**src/rtl/rice_core_ex_forwarding_unit.sv**
```systemverilog
// Execute-stage operand forwarding over a DEPTH-entry result history.
// Supports pending results (loads in flight) with late resolution.
//
// Ports:
//   i_clk, i_rst            clock, async active-high reset
//   i_enable                0 clears all history on the next edge
//   i_stall                 1 holds history (resolution still applies)
//   i_result_*              result pushed into h[0] each unstalled edge
//   i_resolve_*             value for the single pending entry
//   i_rs, i_rs_value        packed per-port source index / regfile value
//   o_rs_value              packed forwarded operand values
//   o_forwarded, o_hazard   per-port bypass taken / pending dependency
module rice_core_ex_forwarding_unit #(
  parameter int XLEN       = 32,
  parameter int RS_WIDTH   = 5,
  parameter int DEPTH      = 2,
  parameter int READ_PORTS = 2
) (
  input  logic                         i_clk,
  input  logic                         i_rst,
  input  logic                         i_enable,
  input  logic                         i_stall,
  input  logic                         i_result_valid,
  input  logic [RS_WIDTH-1:0]          i_result_rd,
  input  logic [XLEN-1:0]              i_result_value,
  input  logic                         i_result_pending,
  input  logic                         i_resolve_valid,
  input  logic [XLEN-1:0]              i_resolve_value,
  input  logic [READ_PORTS*RS_WIDTH-1:0] i_rs,
  input  logic [READ_PORTS*XLEN-1:0]   i_rs_value,
  output logic [READ_PORTS*XLEN-1:0]   o_rs_value,
  output logic [READ_PORTS-1:0]        o_forwarded,
  output logic [READ_PORTS-1:0]        o_hazard
);

  logic [DEPTH-1:0]    h_vld;
  logic [DEPTH-1:0]    h_pnd;
  logic [RS_WIDTH-1:0] h_rd  [DEPTH];
  logic [XLEN-1:0]     h_val [DEPTH];

  always_ff @(posedge i_clk or posedge i_rst) begin
    if (i_rst) begin
      h_vld <= '0;
      h_pnd <= '0;
      for (int k = 0; k < DEPTH; k++) begin
        h_rd[k]  <= '0;
        h_val[k] <= '0;
      end
    end else if (!i_enable) begin
      h_vld <= '0;
      h_pnd <= '0;
      for (int k = 0; k < DEPTH; k++) begin
        h_rd[k]  <= '0;
        h_val[k] <= '0;
      end
    end else if (i_stall) begin
      for (int k = 0; k < DEPTH; k++) begin
        if (i_resolve_valid && h_pnd[k]) begin
          h_pnd[k] <= 1'b0;
          h_val[k] <= i_resolve_value;
        end
      end
    end else begin
      // New entry never takes the resolve: it targets the older one.
      h_vld[0] <= i_result_valid;
      h_pnd[0] <= i_result_valid & i_result_pending;
      h_rd[0]  <= i_result_rd;
      h_val[0] <= i_result_value;
      // Resolve follows the entry to its shifted slot; from the
      // last slot it falls off together with the entry.
      for (int k = 1; k < DEPTH; k++) begin
        h_vld[k] <= h_vld[k-1];
        h_rd[k]  <= h_rd[k-1];
        if (i_resolve_valid && h_pnd[k-1]) begin
          h_pnd[k] <= 1'b0;
          h_val[k] <= i_resolve_value;
        end else begin
          h_pnd[k] <= h_pnd[k-1];
          h_val[k] <= h_val[k-1];
        end
      end
    end
  end

  for (genvar p = 0; p < READ_PORTS; p++) begin : g_port
    logic [RS_WIDTH-1:0] rs;
    logic [XLEN-1:0]     rf;
    logic [XLEN-1:0]     val;
    logic                fwd;
    logic                haz;
    logic                hit;
    logic                wp;
    logic [XLEN-1:0]     wv;

    assign rs = i_rs[p*RS_WIDTH +: RS_WIDTH];
    assign rf = i_rs_value[p*XLEN +: XLEN];

    // Scan oldest to youngest so the youngest match overwrites.
    always_comb begin
      hit = 1'b0;
      wp  = 1'b0;
      wv  = '0;
      for (int k = DEPTH-1; k >= 0; k--) begin
        if (h_vld[k] && (h_rd[k] == rs)) begin
          hit = 1'b1;
          wp  = h_pnd[k];
          wv  = h_val[k];
        end
      end
    end

    always_comb begin
      val = rf;
      fwd = 1'b0;
      haz = 1'b0;
      if (hit && (rs != '0)) begin
        if (!wp) begin
          val = wv;
          fwd = 1'b1;
        end else if (i_resolve_valid) begin
          val = i_resolve_value;
          fwd = 1'b1;
        end else begin
          haz = 1'b1;
        end
      end
    end

    assign o_rs_value[p*XLEN +: XLEN] = val;
    assign o_forwarded[p] = fwd;
    assign o_hazard[p]    = haz;
  end

endmodule

```
**config.mk**
```make
export PLATFORM = sky130hd
export DESIGN_NAME = rice_core_ex_forwarding_unit
export DESIGN_NICKNAME = d
export VERILOG_FILES = /design/src/rtl/rice_core_ex_forwarding_unit.sv
export SDC_FILE = /design/constraint.sdc
export NUM_CORES = 1
export LEC_CHECK = 0
export ABC_CLOCK_PERIOD_IN_PS = 2300
export BUFFER_PORTS_ARGS = -buffer_cell sky130_fd_sc_hd__buf_2
export CAP_MARGIN = 20
export CORE_ASPECT_RATIO = 1.5
export CORE_MARGIN = 2
export CORE_UTILIZATION = 45
export CTS_BUF_LIST = sky130_fd_sc_hd__clkbuf_16
export CTS_CLUSTER_DIAMETER = 50
export CTS_CLUSTER_SIZE = 8
export DETAILED_ROUTE_END_ITERATION = 10
export HOLD_SLACK_MARGIN = 0.12
export PLACE_DENSITY = 0.73
export SYNTH_ARGS = -nofsm -noshare
export SYNTH_HDL_FRONTEND = slang
export SYNTH_SLANG_ARGS = --single-unit
```
**constraint.sdc**
```tcl
create_clock -name i_clk -period 2.3 [get_ports i_clk]
set_clock_uncertainty 0.05 [all_clocks]
set_input_delay 0.23 -clock i_clk [delete_from_list [all_inputs] [get_ports i_clk]]
set_output_delay 0.23 -clock i_clk [all_outputs]
set_load 0.005 [all_outputs]
```
==> metrics.txt <==
final core utilization=0.6664; maximum number of pins on one net before global-route repair=between 80 and 90; RePlAce Congestion=roughly 0.94; per-instance average area after synthesis=8.748 sq um; Worst Setup Start Kind=flop; DP Wirelength=slightly above 20000 um; run status=complete, but fails checks; worst reg2reg path endpoint=h_val[49]$_DFF_PP0_; routed vias=approximately 9000; category of the worst setup path capture point=output port; share of the synthesized area in the top cell type=0.2527; Final ANT Viol Nets=0; commonest cells after routing, fill and taps aside=216 x sky130_fd_sc_hd__buf_2, 127 x sky130_fd_sc_hd__o211ai_1, 73 x sky130_fd_sc_hd__dfrtp_1; gr ovfl total=0; Power Dens Cells=~370 nW/um^2; Critical R2R Launch=h_pnd[0]$_DFF_PP0_; post-placement setup slack=-0.08425 ns; worst min-delay path class=in -> reg; floorplan die width=between 100 and 150 um; Post-Route WL=between 30000 and 40000 um; violated checks=negative setup slack; cells taking the most area after synthesis=sky130_fd_sc_hd__dfrtp_1 25%, sky130_fd_sc_hd__o41ai_2 12%, sky130_fd_sc_hd__o211ai_1 12%; Slew HR=0.5085; Max Transition Viols Final=0; Post-Layout Cell Count=1348; Top-Level Pins=between 200 and 250; Min Hold Slack=~0.12 ns; final setup violating endpoints=67; post-route total power=about 4.2 mW; Clock Sink Count=78; antenna violations before repair=1; First-pass DRT Iterations=5; clock latency at the later pin of the worst-skew pair=roughly 0.34 ns; DR DRC count=0; setup repair after global routing missed its margin=true; Cell Area, Placed=approximately 9400 sq um; clock tree from TritonCTS=done; area of the core=between 15000 and 20000 sq um; Std-Cell Rows=58; clock input transition at the sequential cells of the worst setup and hold paths=approximately 0.05 ns; maxcap violations=0; Least-Margin Pin Slew=~0.74 ns; termination of the worst setup path=o_rs_value[63]; leading area contributor after synthesis=sky130_fd_sc_hd__dfrtp_1; Worst path most repeated cell=sky130_fd_sc_hd__buf_4; setup slack of the worst register-to-register path=0.40 ns; number of warning messages in the yosys log=0; clock buffers created by TritonCTS=9; vias in the first global route=just under 9000; critical-path cell list=xnor2_2, nand4_2, buf_4, nor3_2, buf_4, o21ai_4, buf_12, o211ai_1, buf_2; peak supply drop=~0.35 mV; worst-case setup margin in the final layout=-0.3942 ns; syn nets=a little over 1000; cells after synthesis=883; Die Y=~160 um; combined area of all synthesized cells=about 7700 sq um; die area=~18000 sq um; Post-synth ARST share=1.000; Worst EP arrival=approximately 2.4 ns; number of synthesized flops with an enable pin=0; Max H-tree Level=3; effective utilization at floorplan=0.4608; cell depth of the worst flop-to-flop path=6; iteration-0 DRC count of the detailed router=roughly 800; Yosys reg bits=78; CTS max path bufs=2; routed vias/inst=around 6.7; Critical Path Fanout Max=17; part of the cycle the worst path needs=1.171; fraction of layout instances using a drive strength above 1=0.4239; leakage=4.792 nW; Crit. Startpoint=h_rd[9]$_DFFE_PP0P_; DP Cell Count=around 1300; primary flip-flop cell chosen by synthesis mapping=sky130_fd_sc_hd__dfrtp_1; net total in the final layout=~1300; worst endpoint required time=2.02 ns; Tot GR Track Use=0.3182; final instance area=11170 sq um; number of hold violations in the final report=0; sequential fraction of the synthesis area=0.2527; Unique masters post-synth=43; worst setup path class=reg -> out; top achievable clock speed=0.3712 GHz; Clk Tree Root Cell=sky130_fd_sc_hd__clkbuf_16; first-pass GRT wire length=46400 um; time the final worst path needs with I/O delays and setup=around 2.7 ns; final total negative setup slack=-21.76 ns; Slowest cell on crit path=sky130_fd_sc_hd__dfrtp_2; synthesis-to-layout area growth=44.61%; routed wire length per instance=approximately 24 um; total of buffers placed on input and output ports=about 220; CP max stage delay=about 0.45 ns; most frequent standard cell in the layout excluding fill and tap cells=sky130_fd_sc_hd__buf_2
==> power breakdown <==
group,total (mW),internal (mW),switching (mW)
combinational,1.24,0.575,0.665
clock,1.39,0.825,0.568
sequential,1.53,1.46,0.0730
==> cell families after synthesis <==
kind of cell,count (synthesis),share of synthesized area
AOI/OAI and AO/OA,399,0.4673
xor gates and xnor gates,20,0.02268
buffers and inverters,156,0.08762
DFF,78,0.2527
muxes,14,0.01830
and+or+nand+nor,216,0.1514
==> how the worst min path moves through the flow <==
| stage | start | endpoint | slack [ns] | cells after the start |
|---|---|---|---|---|
| final | i_result_rd[2] | h_rd[7]$_DFFE_PP0P_ | 0.12 | 3 |
| after global routing | i_result_rd[2] | h_rd[7]$_DFFE_PP0P_ | 0.13 | 3 |
| after CTS | i_result_rd[2] | h_rd[7]$_DFFE_PP0P_ | 0.12 | 3 |
| after detailed placement | i_rst | h_rd[2]$_DFFE_PP0P_ | 0.34 | 3 |
| after global placement | i_rst | h_rd[2]$_DFFE_PP0P_ | 0.32 | 3 |
| after floorplan | i_result_value[0] | h_val[32]$_DFF_PP0_ | 0.32 | 1 |
==> synthesized netlist by cell type (all sizes together), types with 13 or more instances <==
master	count
o211ai	158
clkbuf	79
dfrtp	78
nor3	68
a21oi	67
nand2b	66
o41ai	63
nand2	45
buf	43
inv	34
o211a	33
a31oi	31
o221ai	31
xnor2	20
nor2b	14
mux2i	13
==> registers in the layout, indices dropped and copies added (netlist names) <==
name   cells
h_rd      10
h_val     64
h_pnd      2
h_vld      2
==> routing by layer <==
layer | GRT usage | vias to the layer above | share of wire
met4 | 0.1727 | 0 | 0.063
met2 | 0.5552 | 565 | 0.50
li1 | - | 3962 | -
met1 | 0.3751 | 4332 | 0.36
met3 | 0.05211 | 158 | 0.078
met5 | 0 | - | 0
==> layout make-up <==
class                           instances  area, sq um
Fill cell                            1307         5593
Sequential cell                        78         1958
Multi-Input combinational cell        650         5723
Tap cell                              210        262.8
Clock inverter                          7        58.81
Inverter                               34        128.9
Antenna cell                            1        2.502
Clock buffer                            9        225.2
Timing Repair Buffer                  359         2811
==> critical path: cells and delay by family, from the launching register on <==
kind,cells,cell delay (ns)
buf+inv,4,0.74
compound gates,2,0.27
flops,1,0.45
xor+xnor,1,0.22
simple gates,2,0.40
==> what timing repair did <==
action / 4_1_cts / 5_1_grt
pin swaps: 33 / 32
setup endpoints to repair: 68 / 68
hold buffers: 34 / 0
gates resized for setup: 42 / 55
cloned: 2 / 12
hold endpoints to repair: 111 / 0
setup buffers: 8 / 15
(Power assumes the default switching activity.)
